### src/rtl/rrp_arbiter_burst.sv
// Round-robin merge of CHANNELS FWFT source FIFOs into one output stream.
// Supports a per-channel enable mask, a bounded burst per grant, packet hold, an optional channel tag and a word counter.
module rrp_arbiter_burst #(
    parameter int unsigned CHANNELS   = 7,
    parameter int unsigned DATA_WIDTH = 32,
    parameter int unsigned BURST_MAX  = 16,
    parameter int unsigned TAG_EN     = 0,
    parameter int unsigned CNT_WIDTH  = 32
) (
    input  logic                           BUS_CLK,
    input  logic                           BUS_RST,
    input  logic [CHANNELS-1:0]            EN_MASK,
    input  logic [CHANNELS-1:0]            WRITE_REQ,
    input  logic [CHANNELS-1:0]            HOLD_REQ,
    input  logic [CHANNELS*DATA_WIDTH-1:0] DATA_IN,
    output logic [CHANNELS-1:0]            READ_GRANT,
    input  logic                           READY_OUT,
    output logic                           WRITE_OUT,
    output logic [DATA_WIDTH-1:0]          DATA_OUT,
    output logic [3:0]                     GRANT_ID,
    output logic [CNT_WIDTH-1:0]           WORD_CNT
);

    localparam int unsigned ID_W    = 4;
    localparam int unsigned MAX_CH  = 16;
    localparam int unsigned BURST_W = 8;

    localparam logic [ID_W-1:0]    LAST_INIT  = ID_W'(CHANNELS - 1);
    localparam logic [BURST_W-1:0] BURST_LAST = BURST_W'(BURST_MAX - 1);
    localparam logic [BURST_W-1:0] BURST_SAT  = '1;
    localparam logic [CNT_WIDTH-1:0] CNT_SAT  = '1;

    typedef enum logic {
        S_IDLE,
        S_GRANT
    } state_t;

    state_t                state;
    logic [ID_W-1:0]       cur;
    logic [ID_W-1:0]       last;
    logic [BURST_W-1:0]    burst;

    logic [MAX_CH-1:0]     en_pad;
    logic [MAX_CH-1:0]     wreq_pad;
    logic [MAX_CH-1:0]     hold_pad;
    logic [MAX_CH-1:0]     req_pad;

    logic                  found;
    logic [ID_W-1:0]       next_idx;
    logic [ID_W-1:0]       cand;
    logic [DATA_WIDTH-1:0] cur_data;
    logic [DATA_WIDTH-1:0] out_word;
    logic                  pop;
    logic                  leave;

    // Pad channel vectors to the 4-bit index range so a channel index selects them directly.
    assign en_pad   = MAX_CH'(EN_MASK);
    assign wreq_pad = MAX_CH'(WRITE_REQ);
    assign hold_pad = MAX_CH'(HOLD_REQ);
    assign req_pad  = en_pad & wreq_pad;

    assign GRANT_ID = cur;

    // Rotating priority scan starting just after the last served channel.
    always_comb begin
        found    = 1'b0;
        next_idx = last;
        cand     = '0;
        for (int i = 1; i <= int'(CHANNELS); i++) begin
            cand = ID_W'((int'(last) + i) % int'(CHANNELS));
            if (!found && req_pad[cand]) begin
                found    = 1'b1;
                next_idx = cand;
            end
        end
    end

    // Source word of the granted channel, optionally tagged with its index.
    always_comb begin
        cur_data = '0;
        for (int j = 0; j < int'(CHANNELS); j++) begin
            if (cur == ID_W'(j)) begin
                cur_data = DATA_IN[j*DATA_WIDTH +: DATA_WIDTH];
            end
        end
        out_word = cur_data;
        if (TAG_EN != 0) begin
            out_word[DATA_WIDTH-1 -: ID_W] = cur;
        end
    end

    // Reset gates the pop so an aborted burst never takes a word from its source.
    always_comb begin
        pop = (state == S_GRANT) && !BUS_RST && READY_OUT && req_pad[cur];
        READ_GRANT = '0;
        for (int j = 0; j < int'(CHANNELS); j++) begin
            READ_GRANT[j] = pop && (cur == ID_W'(j));
        end
    end

    // Mask removal beats hold; hold can carry the burst count past the limit, hence >=.
    always_comb begin
        leave = !en_pad[cur] ||
                (!hold_pad[cur] && ((pop && (burst >= BURST_LAST)) || !wreq_pad[cur]));
    end

    always_ff @(posedge BUS_CLK) begin
        if (BUS_RST) begin
            state     <= S_IDLE;
            cur       <= '0;
            last      <= LAST_INIT;
            burst     <= '0;
            WRITE_OUT <= 1'b0;
            DATA_OUT  <= '0;
            WORD_CNT  <= '0;
        end else begin
            WRITE_OUT <= pop;
            if (pop) begin
                DATA_OUT <= out_word;
                if (burst != BURST_SAT) begin
                    burst <= burst + BURST_W'(1);
                end
                if (WORD_CNT != CNT_SAT) begin
                    WORD_CNT <= WORD_CNT + CNT_WIDTH'(1);
                end
            end
            case (state)
                S_IDLE: begin
                    if (found) begin
                        cur   <= next_idx;
                        burst <= '0;
                        state <= S_GRANT;
                    end
                end
                S_GRANT: begin
                    if (leave) begin
                        last  <= cur;
                        state <= S_IDLE;
                    end
                end
                default: state <= S_IDLE;
            endcase
        end
    end

endmodule
### config.mk
export PLATFORM = sky130hd
export DESIGN_NAME = rrp_arbiter_burst
export DESIGN_NICKNAME = d
export VERILOG_FILES = /design/src/rtl/rrp_arbiter_burst.sv
export SDC_FILE = /design/constraint.sdc
export NUM_CORES = 1
export LEC_CHECK = 0
export CORE_ASPECT_RATIO = 0.7
export CORE_MARGIN = 2
export CORE_UTILIZATION = 43
export CTS_BUF_LIST = sky130_fd_sc_hd__clkbuf_16
export CTS_CLUSTER_SIZE = 8
export DETAILED_ROUTE_END_ITERATION = 8
export GPL_ROUTABILITY_DRIVEN = 0
export PLACE_DENSITY = 0.77
export REMOVE_ABC_BUFFERS = 1
export SLEW_MARGIN = 20
export SYNTH_ARGS = -nofsm -noshare
export SYNTH_HDL_FRONTEND = slang
export SYNTH_SLANG_ARGS = --single-unit
### constraint.sdc
create_clock -name BUS_CLK -period 8.4 [get_ports BUS_CLK]
set_input_delay 1.68 -clock BUS_CLK [delete_from_list [all_inputs] [get_ports BUS_CLK]]
set_output_delay 1.68 -clock BUS_CLK [all_outputs]
set_load 0.01 [all_outputs]
==> flow_metrics.env <==
export IMPL_die_height_um=125
export IMPL_dr_wl_met3_um=4420
export IMPL_cts_tree="built"
export IMPL_async_flop_share_pct=0
export IMPL_ys_seq_elements=82
export IMPL_worst_path_buf_inv=3
export IMPL_vdd_drop_max_mv=0.215
export IMPL_clock_skew_ns=0.00709
export IMPL_critPathTopFamily="compound AO/OA/AOI/OAI gates"
export IMPL_firstDrtPassIters=6
export IMPL_wl_met2_um=15600
export IMPL_syn_avg_cell_area_um2=7.60
export IMPL_relSlewSlack_pct=33.0
export IMPL_viasPerCell=6.15
export IMPL_drt_total_wl_um=36200
export IMPL_critPathSlowestCell="dfxtp_1"
export IMPL_first_global_vias=9886
export IMPL_ys_warn_count=0
export IMPL_drive_gt1_share_pct=7.77
export IMPL_routedWlPerCell_um=20.8
export IMPL_rsz0062_at_grt="false"
export IMPL_initialDrtViolationCount=1084
export IMPL_hp_class="reg2reg"
export IMPL_clock_latency_ns=0.34
export IMPL_dominantRegCellSynth="dfxtp_1"
export IMPL_finalSetupViolCount=0
export IMPL_top_layer="met5"
export IMPL_core_area_um2=20600
export IMPL_hold_buffers=0
export IMPL_tightest_slew_ns=1.00
export IMPL_layout_common_cells="clkdlybuf4s50_1 (322), nand2_1 (123), nor2_1 (107)"
export IMPL_io_pins=324
export IMPL_cts_setup_buffers=0
export IMPL_antenna_found_initial=1
export IMPL_ant_nets=0
export IMPL_cp_common_cell="ha_1"
export IMPL_port_buffers=323
export IMPL_htreeDepth=3
export IMPL_die_x_um=177
export IMPL_path_class="reg2reg"
export IMPL_hpwlAfterDp_um=27800
export IMPL_finalCriticalPeriod_ns=6.92
export IMPL_drc_errors=0
export IMPL_grt_max_degree=59
export IMPL_cts_buffers_inserted=9
export IMPL_reg2reg_slack_ns=1.48
export IMPL_antenna_cells=0
export IMPL_syn_to_final_growth_pct=40.9
export IMPL_total_power_mw=3.94
export IMPL_tns_ns=0
export IMPL_vias=10700
export IMPL_synthesis_instances=1187
export IMPL_met1Wirelength_um=15300
export IMPL_synth_cell_types=108
export IMPL_p_leak_nw=4.65
export IMPL_initial_core_util_pct=43.7
export IMPL_synth_edff_count=0
export IMPL_cts_repair_resized=0
export IMPL_fillerInstances=1816
export IMPL_crit_arrival_ns=7.12
export IMPL_syn_area_um2=9020
export IMPL_period_share_pct=82.4
export IMPL_max_stage_delay_ns=0.89
export IMPL_clockBufferDepth=2
export IMPL_critPathLaunchType="register"
export IMPL_grt_total_usage_pct=31.4
export IMPL_dieArea_um2=22200
export IMPL_num_rows=44
export IMPL_drv_cap=0
export IMPL_cts_root_buf="clkbuf_16"
export IMPL_grt_first_pass_wirelength_um=55000
export IMPL_worst_path_max_fanout=22
export IMPL_clkSinkCount=82
export IMPL_synth_seq_area_share_pct=18.2
export IMPL_powerDensity_nw_per_um2=310
export IMPL_status="completed"
export IMPL_clk_pin_slew_worst_paths_ns=0.06
export IMPL_layout_commonest_cell="clkdlybuf4s50_1"
export IMPL_end_kind="register"
export IMPL_slew_viol_final=0
export IMPL_grt_overflow=0
export IMPL_hold_viol=0
export IMPL_critPathRequiredTime_ns=8.60
export IMPL_nNetsFinal=1743
export IMPL_critical_path_cell_chain="inv_2, ha_1, xor2_1, inv_1, ha_1, a21oi_1, xnor2_1, ha_1, o21a_1, o21ai_1, a21oi_1, nor2_1, inv_1, ha_1, nand2_1, o211ai_1, a2bb2o_1, mux2_2, and4_1, a21oi_4, nand2_1, or3_1, a211oi_1, o22ai_1"
export IMPL_fmax_mhz=144
## worst paths after layout
kind / depth (start not counted) / endpoint / startpoint
hold / removal: 2 / DATA_OUT[18] / DATA_OUT[18]
setup reg to reg: 24 / GRANT_ID[2] / last[1]
setup / recovery: 24 / GRANT_ID[2] / last[1]
hold reg to reg: 2 / DATA_OUT[18] / DATA_OUT[18]
## cells in the mapped netlist, types with 20 or more instances
master	instances	area (um^2)
a211oi_1	26	195
a21oi_1	81	405
a22oi_1	34	255
clkbuf_1	50	188
dfxtp_1	82	1640
ha_1	32	400
inv_1	25	93.8
mux2i_1	47	470
mux4_2	20	450
nand2_1	123	462
nand3_1	71	355
nor2_1	109	409
o21ai_0	74	370
xnor2_1	23	201
xor2_1	29	254
## state kept, by name, indices dropped and copies added, names as in the netlist
| signal | cells |
|---|---|
| last | 4 |
| burst | 8 |
| WORD_CNT | 32 |
| GRANT_ID | 4 |
| state | 1 |
| WRITE_OUT | 1 |
| DATA_OUT | 32 |
## layer usage
metal / vias up / track usage, %
met4: 2 / 7.58
li1: 5036 / -
met1: 4971 / 42.9
met5: - / 0
met3: 74 / 9.70
met2: 636 / 48.0
## cell families after synthesis
logic type                 share of synthesized area [%]
xor gates and xnor gates                            5.54
and+or+nand+nor                                     24.8
AOI/OAI and AO/OA                                   30.1
adders and majority gates                           4.77
DFF                                                 18.2
buffers and inverters                               4.77
muxes                                               11.9
## worst reg2reg max path: cells and delay by family (launching register included)
| kind | cells | cell delay, ns |
|---|---|---|
| compound gates | 9 | 1.80 |
| fa+ha+maj | 4 | 1.42 |
| simple gates | 5 | 1.21 |
| flops | 1 | 0.89 |
| buf+inv | 3 | 0.66 |
| xor+xnor | 2 | 0.54 |
| mux | 1 | 0.27 |
## final cells by class
class                      instances  area (um^2)  area share, %
clock buffer                       9          225           1.77
clock inverter                     7         62.6          0.492
inverter                          31          116          0.916
multi-input combinational        999         6960           54.8
sequential                        82         1650           12.9
tap                              276          345           2.72
timing repair buffer             339         3350           26.3
## through the flow
stage / utilization, % / area (um^2) / cells / hold slack, ns / worst slack [ns]
global placement: 60.2 / 12400 / 1727 / 0.453 / 1.97
detailed placement: 60.2 / 12400 / 1727 / 0.462 / 1.69
CTS: 61.6 / 12700 / 1743 / 0.473 / 1.64
finish: 61.6 / 12700 / 1743 / 0.468 / 1.48
floorplan: - / 8700 / 1112 / 0.488 / 1.56
global route: 61.6 / 12700 / 1743 / 0.501 / 0.894
## power by group
| part | switching (mW) | internal, mW |
|---|---|---|
| Clock | 0.156 | 0.227 |
| Sequential | 0.0478 | 0.424 |
| Combinational | 1.81 | 1.27 |
(Power assumes the default switching activity.)
